$ cat src/rtl/mem_bus_arbiter_if.sv
// Bundles the fetch port, data port and shared memory bus seen by mem_bus_arbiter.
// master: the arbiter. slave: the CPU requesters plus the memory model.
interface mem_bus_arbiter_if #(
    parameter int ADDR_W = 32,
    parameter int DATA_W = 32
);
    // Requester handshake: req is held with its address/data stable until the
    // one-cycle ack pulse; rdata/err are valid only while ack is high. The
    // requester drops req or presents a new transaction in the cycle after ack.
    logic              i_req;
    logic [ADDR_W-1:0] i_addr;
    logic              i_ack;
    logic [DATA_W-1:0] i_rdata;
    logic              i_err;

    logic              d_req;
    logic              d_we;
    logic [ADDR_W-1:0] d_addr;
    logic [DATA_W-1:0] d_wdata;
    logic              d_ack;
    logic [DATA_W-1:0] d_rdata;
    logic              d_err;

    logic [ADDR_W-1:0] mem_addr;
    logic [DATA_W-1:0] mem_wdata;
    logic              mem_rd;
    logic              mem_wr;
    logic [DATA_W-1:0] mem_rdata;
    logic              mem_ready;

    modport master (
        input  i_req, i_addr, d_req, d_we, d_addr, d_wdata, mem_rdata, mem_ready,
        output i_ack, i_rdata, i_err, d_ack, d_rdata, d_err,
        output mem_addr, mem_wdata, mem_rd, mem_wr
    );

    modport slave (
        output i_req, i_addr, d_req, d_we, d_addr, d_wdata, mem_rdata, mem_ready,
        input  i_ack, i_rdata, i_err, d_ack, d_rdata, d_err,
        input  mem_addr, mem_wdata, mem_rd, mem_wr
    );
endinterface

$ cat src/rtl/mem_bus_arbiter.sv
// Shares one memory port between instruction fetch and data access: data has
// priority, fetch is guaranteed a slot after MAX_D_BURST data grants, with a timeout.
module mem_bus_arbiter #(
    parameter int ADDR_W      = 32,
    parameter int DATA_W      = 32,
    parameter int TIMEOUT     = 16,
    parameter int MAX_D_BURST = 4
) (
    input  logic                mem_arb_clk,
    input  logic                mem_arb_rst,
    mem_bus_arbiter_if.master   bus,
    output logic [1:0]          dbg_state_o
);
    localparam int TMO_W = (TIMEOUT > 2) ? $clog2(TIMEOUT) : 1;
    localparam int BST_W = $clog2(MAX_D_BURST + 1);

    typedef enum logic [1:0] {
        ST_IDLE = 2'd0,
        ST_BUSY = 2'd1,
        ST_DONE = 2'd2
    } state_e;

    state_e            state_q, state_d;
    logic              owner_q, owner_d;   // 1 = data path, 0 = fetch path
    logic              we_q, we_d;
    logic [ADDR_W-1:0] mem_addr_q, mem_addr_d;
    logic [DATA_W-1:0] mem_wdata_q, mem_wdata_d;
    logic              mem_rd_q, mem_rd_d;
    logic              mem_wr_q, mem_wr_d;
    logic [TMO_W-1:0]  tmo_q, tmo_d;
    logic [BST_W-1:0]  burst_q, burst_d;
    logic              i_ack_q, i_ack_d;
    logic [DATA_W-1:0] i_rdata_q, i_rdata_d;
    logic              i_err_q, i_err_d;
    logic              d_ack_q, d_ack_d;
    logic [DATA_W-1:0] d_rdata_q, d_rdata_d;
    logic              d_err_q, d_err_d;

    logic grant_data, grant_fetch, misaligned, tmo_end;

    assign grant_data  = bus.d_req && (!bus.i_req || (burst_q < BST_W'(MAX_D_BURST)));
    assign grant_fetch = !grant_data && bus.i_req;
    assign misaligned  = bus.d_addr[1:0] != 2'b00;
    assign tmo_end     = tmo_q == TMO_W'(TIMEOUT - 1);

    always_ff @(posedge mem_arb_clk) begin
        if (mem_arb_rst) begin
            state_q     <= ST_IDLE;
            owner_q     <= 1'b0;
            we_q        <= 1'b0;
            mem_addr_q  <= '0;
            mem_wdata_q <= '0;
            mem_rd_q    <= 1'b0;
            mem_wr_q    <= 1'b0;
            tmo_q       <= '0;
            burst_q     <= '0;
            i_ack_q     <= 1'b0;
            i_rdata_q   <= '0;
            i_err_q     <= 1'b0;
            d_ack_q     <= 1'b0;
            d_rdata_q   <= '0;
            d_err_q     <= 1'b0;
        end else begin
            state_q     <= state_d;
            owner_q     <= owner_d;
            we_q        <= we_d;
            mem_addr_q  <= mem_addr_d;
            mem_wdata_q <= mem_wdata_d;
            mem_rd_q    <= mem_rd_d;
            mem_wr_q    <= mem_wr_d;
            tmo_q       <= tmo_d;
            burst_q     <= burst_d;
            i_ack_q     <= i_ack_d;
            i_rdata_q   <= i_rdata_d;
            i_err_q     <= i_err_d;
            d_ack_q     <= d_ack_d;
            d_rdata_q   <= d_rdata_d;
            d_err_q     <= d_err_d;
        end
    end

    always_comb begin
        state_d = state_q;
        case (state_q)
            ST_IDLE: begin
                if (grant_data) begin
                    state_d = misaligned ? ST_DONE : ST_BUSY;
                end else if (grant_fetch) begin
                    state_d = ST_BUSY;
                end
            end
            ST_BUSY: begin
                if (bus.mem_ready || tmo_end) begin
                    state_d = ST_DONE;
                end
            end
            default: state_d = ST_IDLE;
        endcase
    end

    always_comb begin
        owner_d     = owner_q;
        we_d        = we_q;
        mem_addr_d  = mem_addr_q;
        mem_wdata_d = mem_wdata_q;
        mem_rd_d    = mem_rd_q;
        mem_wr_d    = mem_wr_q;
        tmo_d       = tmo_q;
        burst_d     = burst_q;
        i_ack_d     = 1'b0;
        i_rdata_d   = '0;
        i_err_d     = 1'b0;
        d_ack_d     = 1'b0;
        d_rdata_d   = '0;
        d_err_d     = 1'b0;
        case (state_q)
            ST_IDLE: begin
                if (grant_data) begin
                    owner_d    = 1'b1;
                    we_d       = bus.d_we;
                    mem_addr_d = bus.d_addr;
                    tmo_d      = '0;
                    burst_d    = bus.i_req ? burst_q + BST_W'(1) : '0;
                    if (bus.d_we) begin
                        mem_wdata_d = bus.d_wdata;
                    end
                    // A misaligned access never reaches memory; it is answered directly.
                    if (misaligned) begin
                        mem_rd_d = 1'b0;
                        mem_wr_d = 1'b0;
                        d_ack_d  = 1'b1;
                        d_err_d  = 1'b1;
                    end else begin
                        mem_rd_d = !bus.d_we;
                        mem_wr_d = bus.d_we;
                    end
                end else if (grant_fetch) begin
                    owner_d    = 1'b0;
                    we_d       = 1'b0;
                    mem_addr_d = bus.i_addr;
                    mem_rd_d   = 1'b1;
                    mem_wr_d   = 1'b0;
                    tmo_d      = '0;
                    burst_d    = '0;
                end
            end
            ST_BUSY: begin
                if (bus.mem_ready || tmo_end) begin
                    mem_rd_d = 1'b0;
                    mem_wr_d = 1'b0;
                    if (owner_q) begin
                        d_ack_d   = 1'b1;
                        d_err_d   = !bus.mem_ready;
                        d_rdata_d = (bus.mem_ready && !we_q) ? bus.mem_rdata : '0;
                    end else begin
                        i_ack_d   = 1'b1;
                        i_err_d   = !bus.mem_ready;
                        i_rdata_d = bus.mem_ready ? bus.mem_rdata : '0;
                    end
                end else begin
                    tmo_d = tmo_q + TMO_W'(1);
                end
            end
            default: ;
        endcase
    end

    assign bus.i_ack     = i_ack_q;
    assign bus.i_rdata   = i_rdata_q;
    assign bus.i_err     = i_err_q;
    assign bus.d_ack     = d_ack_q;
    assign bus.d_rdata   = d_rdata_q;
    assign bus.d_err     = d_err_q;
    assign bus.mem_addr  = mem_addr_q;
    assign bus.mem_wdata = mem_wdata_q;
    assign bus.mem_rd    = mem_rd_q;
    assign bus.mem_wr    = mem_wr_q;
    assign dbg_state_o   = state_q;
endmodule

$ cat src/flat_wrapper.sv
// flat-port wrapper written by rule: the top's interface ports become plain ports
module mem_bus_arbiter_flat 
#(
    parameter int ADDR_W      = 32,
    parameter int DATA_W      = 32,
    parameter int TIMEOUT     = 16,
    parameter int MAX_D_BURST = 4
)
  (mem_arb_clk, mem_arb_rst, dbg_state_o, bus_i_req, bus_i_addr, bus_d_req, bus_d_we, bus_d_addr, bus_d_wdata, bus_mem_rdata, bus_mem_ready, bus_i_ack, bus_i_rdata, bus_i_err, bus_d_ack, bus_d_rdata, bus_d_err, bus_mem_addr, bus_mem_wdata, bus_mem_rd, bus_mem_wr);
  mem_bus_arbiter_if #(.ADDR_W(ADDR_W), .DATA_W(DATA_W)) bus_i ();
  input  logic mem_arb_clk;
  input  logic mem_arb_rst;
  output logic [1:0] dbg_state_o;
  input wire logic [$bits(bus_i.i_req)-1:0] bus_i_req;
  input wire logic [$bits(bus_i.i_addr)-1:0] bus_i_addr;
  input wire logic [$bits(bus_i.d_req)-1:0] bus_d_req;
  input wire logic [$bits(bus_i.d_we)-1:0] bus_d_we;
  input wire logic [$bits(bus_i.d_addr)-1:0] bus_d_addr;
  input wire logic [$bits(bus_i.d_wdata)-1:0] bus_d_wdata;
  input wire logic [$bits(bus_i.mem_rdata)-1:0] bus_mem_rdata;
  input wire logic [$bits(bus_i.mem_ready)-1:0] bus_mem_ready;
  output wire logic [$bits(bus_i.i_ack)-1:0] bus_i_ack;
  output wire logic [$bits(bus_i.i_rdata)-1:0] bus_i_rdata;
  output wire logic [$bits(bus_i.i_err)-1:0] bus_i_err;
  output wire logic [$bits(bus_i.d_ack)-1:0] bus_d_ack;
  output wire logic [$bits(bus_i.d_rdata)-1:0] bus_d_rdata;
  output wire logic [$bits(bus_i.d_err)-1:0] bus_d_err;
  output wire logic [$bits(bus_i.mem_addr)-1:0] bus_mem_addr;
  output wire logic [$bits(bus_i.mem_wdata)-1:0] bus_mem_wdata;
  output wire logic [$bits(bus_i.mem_rd)-1:0] bus_mem_rd;
  output wire logic [$bits(bus_i.mem_wr)-1:0] bus_mem_wr;
  assign bus_i.i_req = bus_i_req;
  assign bus_i.i_addr = bus_i_addr;
  assign bus_i.d_req = bus_d_req;
  assign bus_i.d_we = bus_d_we;
  assign bus_i.d_addr = bus_d_addr;
  assign bus_i.d_wdata = bus_d_wdata;
  assign bus_i.mem_rdata = bus_mem_rdata;
  assign bus_i.mem_ready = bus_mem_ready;
  assign bus_i_ack = bus_i.i_ack;
  assign bus_i_rdata = bus_i.i_rdata;
  assign bus_i_err = bus_i.i_err;
  assign bus_d_ack = bus_i.d_ack;
  assign bus_d_rdata = bus_i.d_rdata;
  assign bus_d_err = bus_i.d_err;
  assign bus_mem_addr = bus_i.mem_addr;
  assign bus_mem_wdata = bus_i.mem_wdata;
  assign bus_mem_rd = bus_i.mem_rd;
  assign bus_mem_wr = bus_i.mem_wr;
  mem_bus_arbiter #(.ADDR_W(ADDR_W), .DATA_W(DATA_W), .TIMEOUT(TIMEOUT), .MAX_D_BURST(MAX_D_BURST)) u_core (.mem_arb_clk(mem_arb_clk), .mem_arb_rst(mem_arb_rst), .bus(bus_i), .dbg_state_o(dbg_state_o));
endmodule
$ cat config.mk
export PLATFORM = sky130hd
export DESIGN_NAME = mem_bus_arbiter_flat
export DESIGN_NICKNAME = d
export VERILOG_FILES = /design/src/rtl/mem_bus_arbiter_if.sv /design/src/rtl/mem_bus_arbiter.sv /design/src/flat_wrapper.sv
export SDC_FILE = /design/constraint.sdc
export NUM_CORES = 1
export LEC_CHECK = 0
export BUFFER_PORTS_ARGS = -buffer_cell sky130_fd_sc_hd__buf_4
export CAP_MARGIN = 10
export CORE_MARGIN = 4
export CORE_UTILIZATION = 45
export CTS_CLUSTER_SIZE = 30
export DETAILED_ROUTE_END_ITERATION = 16
export PLACE_DENSITY = 0.79
export SYNTH_ARGS = -nofsm -noshare
export SYNTH_HDL_FRONTEND = slang
export SYNTH_SLANG_ARGS = --single-unit
$ cat constraint.sdc
create_clock -name mem_arb_clk -period 1.8 [get_ports mem_arb_clk]
set_clock_uncertainty 0.15 [all_clocks]
set_input_delay 0.36 -clock mem_arb_clk [delete_from_list [all_inputs] [get_ports mem_arb_clk]]
set_output_delay 0.36 -clock mem_arb_clk [all_outputs]
set_load 0.02 [all_outputs]
* Word-level counts from Yosys, hierarchy flattened
Cells that the tools add are included.
** Storage, ports and cells
- Logic and storage cells :: 85
- Register bits :: 145
- Bits of input ports :: 134
- Output and inout bits :: 136
** Cells by class
- Reductions and logical operators :: 23
- Muxes and demuxes :: 34
- Order comparisons :: 1
- Add/subtract/negate cells :: 2
- Bitwise operators :: 5
- Equality and inequality tests :: 5
** Operators with widths (count)
- 32-bit 2-to-1 mux :: 2
- 1-bit 2-to-1 mux :: 16
- 4-bit 2-to-1 mux :: 3
- 5-bit OR reduction :: 2
- 3-bit 2-to-1 mux :: 3
- 3-bit AND reduction :: 3
- 2-bit 2-to-1 mux :: 4
- 1-bit one-hot mux with 2 select lines :: 4
- 4-bit one-hot mux with 2 select lines :: 1
- 2-bit nonzero test :: 3
- 1-bit zero test :: 5
- 1-bit NOT :: 5
- 4-bit by 1-bit adder with 4-bit output, second input constant :: 1
- 4-bit == test, second input constant :: 1
- 2-bit one-hot mux with 2 select lines :: 1
- 2-bit AND reduction :: 2
- 4-bit OR reduction :: 1
- 3-bit by 1-bit adder with 3-bit output, second input constant :: 1
- 1-bit logical AND :: 3
- 3-bit < comparator, second input constant :: 1
- 3-bit by 1-bit inequality test with 1-bit output, second input constant :: 1
- 3-bit OR reduction :: 1
- 2-bit by 1-bit == test with 1-bit output, second input constant :: 1
- 2-bit zero test :: 1
- other kinds (3) :: 4

* Depth between registers and ports, before layout
- Depth in word-level cells :: 8
- Depth in mapped cells :: 6
- Mapped depth without buffers :: 4

* Least setup slack after synthesis
No wires, ideal clock.
- Path kind :: flip-flop to flip-flop
- Start :: register u_core.state_q[0] (netlist: u_core.dbg_state_o[0])
- End :: register u_core.tmo_q[0]
- Path slack :: 82 ps
- Data arrival time :: 1498 ps
- Stages on the path, launching flop included :: 5
- Setup time :: 70 ps
- Required time :: 1580 ps
- Cell sequence :: dfxtp_1 -> buf_4 -> or3b_1 -> or3_1 -> a21oi_1
** On the way
- Cells in the longest elaborated chain, start to end :: 3
- Elaborated cells on any way between the ends :: 7
- Those cells by class :: eq/ne: 3; mux: 1; reduce/logical: 3
** RTL lines
- start: declaration :: line mem_bus_arbiter.sv:23 : state_e state_q, state_d;
- start signal: assignment :: line mem_bus_arbiter.sv:64 : state_q <= state_d;
- 2-bit by 1-bit == test with 1-bit output or 2-bit zero test (tied branches) :: line mem_bus_arbiter.sv:116 : case (state_q)
- 2-bit inequality test (no line) (tied with other cells)
- 3-bit AND reduction (no line)
- end signal: assignment :: line mem_bus_arbiter.sv:71 : tmo_q <= tmo_d;
- end: declaration :: line mem_bus_arbiter.sv:30 : logic [TMO_W-1:0] tmo_q, tmo_d;
Parallel ways exist; a longest one is shown, timed or not.
A chain may end at the register's enable or synchronous reset.

* Final worst setup path
- Start :: register u_core.state_q[0] (netlist: u_core.dbg_state_o[0])
- End :: output port dbg_state_o[0]
** RTL lines
- end: declaration :: line flat_wrapper.sv:13 : output logic [1:0] dbg_state_o;
No word-level cell between the ends.

==> impl_metrics.yaml <==
worst_setup_path:
  crit_path_max_incr_delay_ns: 0.46
  required_ns: 1.29
  path_cells: "buf_4 > buf_4"
  cp-startpoint: "u_core.dbg_state_o[0]"
  path_delay_family: "flip-flops"
  cp_common_cell: "buf_4"
  r2r_cells: 4
  path_depth: 2
  path_max_fanout: 7
  worstReg2RegEnd: "u_core.bus.d_ack"
  critical_path_class: "reg2out"
  end_kind: "output port"
  rr_startpoint: "u_core.tmo_q[0]"
  ff2ff_setup_slack_ns: 0.11
  worstSetupStartpointType: "flop"
  critical_path.slowest_cell: "dfxtp_1"
  crit_buf_inv: 2
  arrival_ns: 1.22
routing:
  viasPerCell: 5.26
  wirelength_mm: 15.9
  postRouteAntennaNets: 0
  wl_per_cell_um: 16.3
  drt_iter0_drc: 413
  drc: 0
  dr.pass1.iters: 5
  vias: 5134
clock_network:
  htree_levels: 4
  cts-buffers-inserted: 17
  clock_latency_ns: 0.40
  cts_sinks: 145
  clockBufferDepth: 2
  cts-root-buf: "clkbuf_16"
  cts_tree: "yes"
  cts.clk_slew.worst_paths_ns: 0.06
  cts_setup_buffers: 0
finish:
  register_area_um2: 2900
  mostFrequentLayoutCells: "buf_4 (278), dfxtp_1 (145), nand2_1 (108)"
  antenna_cells: 0
  multi_input_area_um2: 2160
  final_common_cell: "buf_4"
  fill_cells: 861
  layout-area-overhead-vs-synth_pct: 54.8
  drive_gt1_share_pct: 41.5
  finalNetCount: 956
placement:
  place.gp.congestion: 0.824
  portBuffers: 269
  dpl.hpwl_mm: 11.5
global_route:
  grt_max_degree: 43
  grt_antenna_before_repair: 0
  met1_usage_pct: 25.5
  grtUsageMet3_pct: 6.32
  grt_pass1_vias: 4998
  top_usage_layer: "met2"
  met2_usage_pct: 37.6
  grt_pass1_wl_mm: 23.8
  grt_usage_pct: 22.1
  overflow: 0
logic_synthesis:
  synth_area_per_cell_um2: 9.46
  synth_edf_count: 0
  ys_top_cells_by_area: "dfxtp_1 (55%), nand2_1 (7.7%), and2_1 (7.6%)"
  ys_ff_latch: 145
  synthFlopType: "dfxtp_1"
  synth_cells: 558
  synth_top_cell_by_area: "dfxtp_1"
  syn_nets: 694
  yosys.area.top_type_share_pct: 55.0
  synth_top_family_by_area: "simple AND/OR/NAND/NOR gates"
  synth-xor-area-share_pct: 0
  synth_adder_area_share_pct: 0.474
  synth_compound_area_share_pct: 16.0
  synthSimpleGateAreaFrac_pct: 19.7
  synth.area.mux_share_pct: 3.98
  synth-seq-area-share_pct: 55.0
  synthesis.area_um2: 5280
  yosys.cell_types.count: 39
  synth_async_sr_flop_share_pct: 0
  synth_warnings: 0
floorplanning:
  start_util_pct: 46.0
  die-height_um: 116
  placementRows: 39
  num_io_pins: 270
  coreArea_um2: 11500
  fp.dieW_um: 116
  fp.dieArea_um2: 13500
min_path:
  hold_start: "bus_mem_rdata[24]"
  holdPathStages: 2
  hold_path_class: "in2reg"
  min_to: "u_core.bus.d_rdata[24]"
job:
  max-cap-violations: 0
timing:
  final.setup.tns_ns: 0
  fin_crit_ns: 1.73
  worstMarginPinSlew_ns: 0.379
  maxSlewViolCount: 0
  finalCritPeriodShare_pct: 96.1
  max_freq_ghz: 0.578
  setup_violations: 0
  final_hold_viol_count: 0
  rsz0062_at_grt: "false"
  relSlewSlack_pct: 74.7
power_and_ir_drop:
  p_per_area_nw_per_um2: 1000
  finalPower_mw: 8.19
  power.leakage_nw: 3.71
  ir_drop_mv: 0.601
status:
  status: "complete, no violations"
cells by family after synthesis:
| kind of cell | count (synthesis) |
|---|---|
| compound gates | 119 |
| fa+ha+maj | 2 |
| buf+inv | 61 |
| flops | 145 |
| mux | 21 |
| simple gates | 210 |
how the worst max path moves through the flow:
stage	slack [ns]	end
3_3_place_gp	0.17	u_core.bus.mem_rd
3_5_place_dp	0.02	u_core.bus.mem_rd
2_1_floorplan	0.08	u_core.tmo_q[0]
5_1_grt	0.03	dbg_state_o[0]
4_1_cts	0.02	u_core.bus.mem_rd
6_report	0.07	dbg_state_o[0]
synthesized netlist by cell type (2+ instances only):
master / count
dfxtp_1: 145
nand2_1: 108
and2_1: 64
a311oi_1: 45
a21oi_1: 44
clkbuf_1: 31
mux2i_1: 21
a31o_2: 13
inv_1: 13
buf_2: 11
nor3_1: 7
o21ai_0: 7
nand3_1: 5
nor2_1: 4
a211oi_1: 3
buf_4: 3
nand2b_1: 3
or2_2: 3
and3_1: 2
buf_1: 2
ha_1: 2
nand4_1: 2
nand4b_1: 2
nor3b_1: 2
o211ai_1: 2
per-layer routing:
metal  share of wire (%)  vias to the layer above
met5                   0                        -
met4                 3.2                        0
met3                 9.9                       41
met2                  49                      251
met1                  37                     2384
li1                    -                     2458
final cells by class:
class | count | area share, %
clock buffer | 20 | 5.47
clock inverter | 12 | 1.62
inverter | 14 | 0.643
multi-input combinational | 352 | 26.5
sequential | 145 | 35.5
tap | 143 | 2.19
timing repair buffer | 290 | 28.1
where the power goes:
part	switching (mW)	internal, mW	leakage, nW	total [mW]
registers	0.106	3.38	1.18	3.48
logic	0.677	0.627	2.26	1.30
clock network	1.32	2.08	0.277	3.40
total	2.10	6.09	3.71	8.19
through the flow:
step           util, %  worst slack (ns)  area [µm²]  instances  hold WS, ns
6_report          71.3            0.0699        8170        976       0.0138
5_1_grt           71.3            0.0268        8170        976      0.00480
4_1_cts           71.1            0.0161        8160        976    0.0000653
3_5_place_dp      65.8            0.0242        7550        941        0.301
3_3_place_gp      65.8             0.167        7550        941        0.293
2_1_floorplan        -            0.0820        5280        558        0.289
what timing repair did:
item                                    4_1_cts  5_1_grt
endpoints found under the setup margin        0        5
hold buffers                                  3        0
endpoints found under the hold margin         3        0
resized for setup                             0        4
state kept, by name (all words and copies together) (netlist names):
signal                count
u_core.dbg_state_o        2
u_core.bus.i_rdata       32
u_core.bus.mem_rd         1
u_core.bus.i_err          1
u_core.bus.mem_addr      32
u_core.bus.d_err          1
u_core.burst_q            3
u_core.tmo_q              4
u_core.bus.i_ack          1
u_core.owner_q            1
u_core.bus.mem_wr         1
u_core.bus.d_rdata       32
u_core.bus.d_ack          1
u_core.we_q               1
u_core.bus.mem_wdata     32
(Power assumes the default switching activity.)
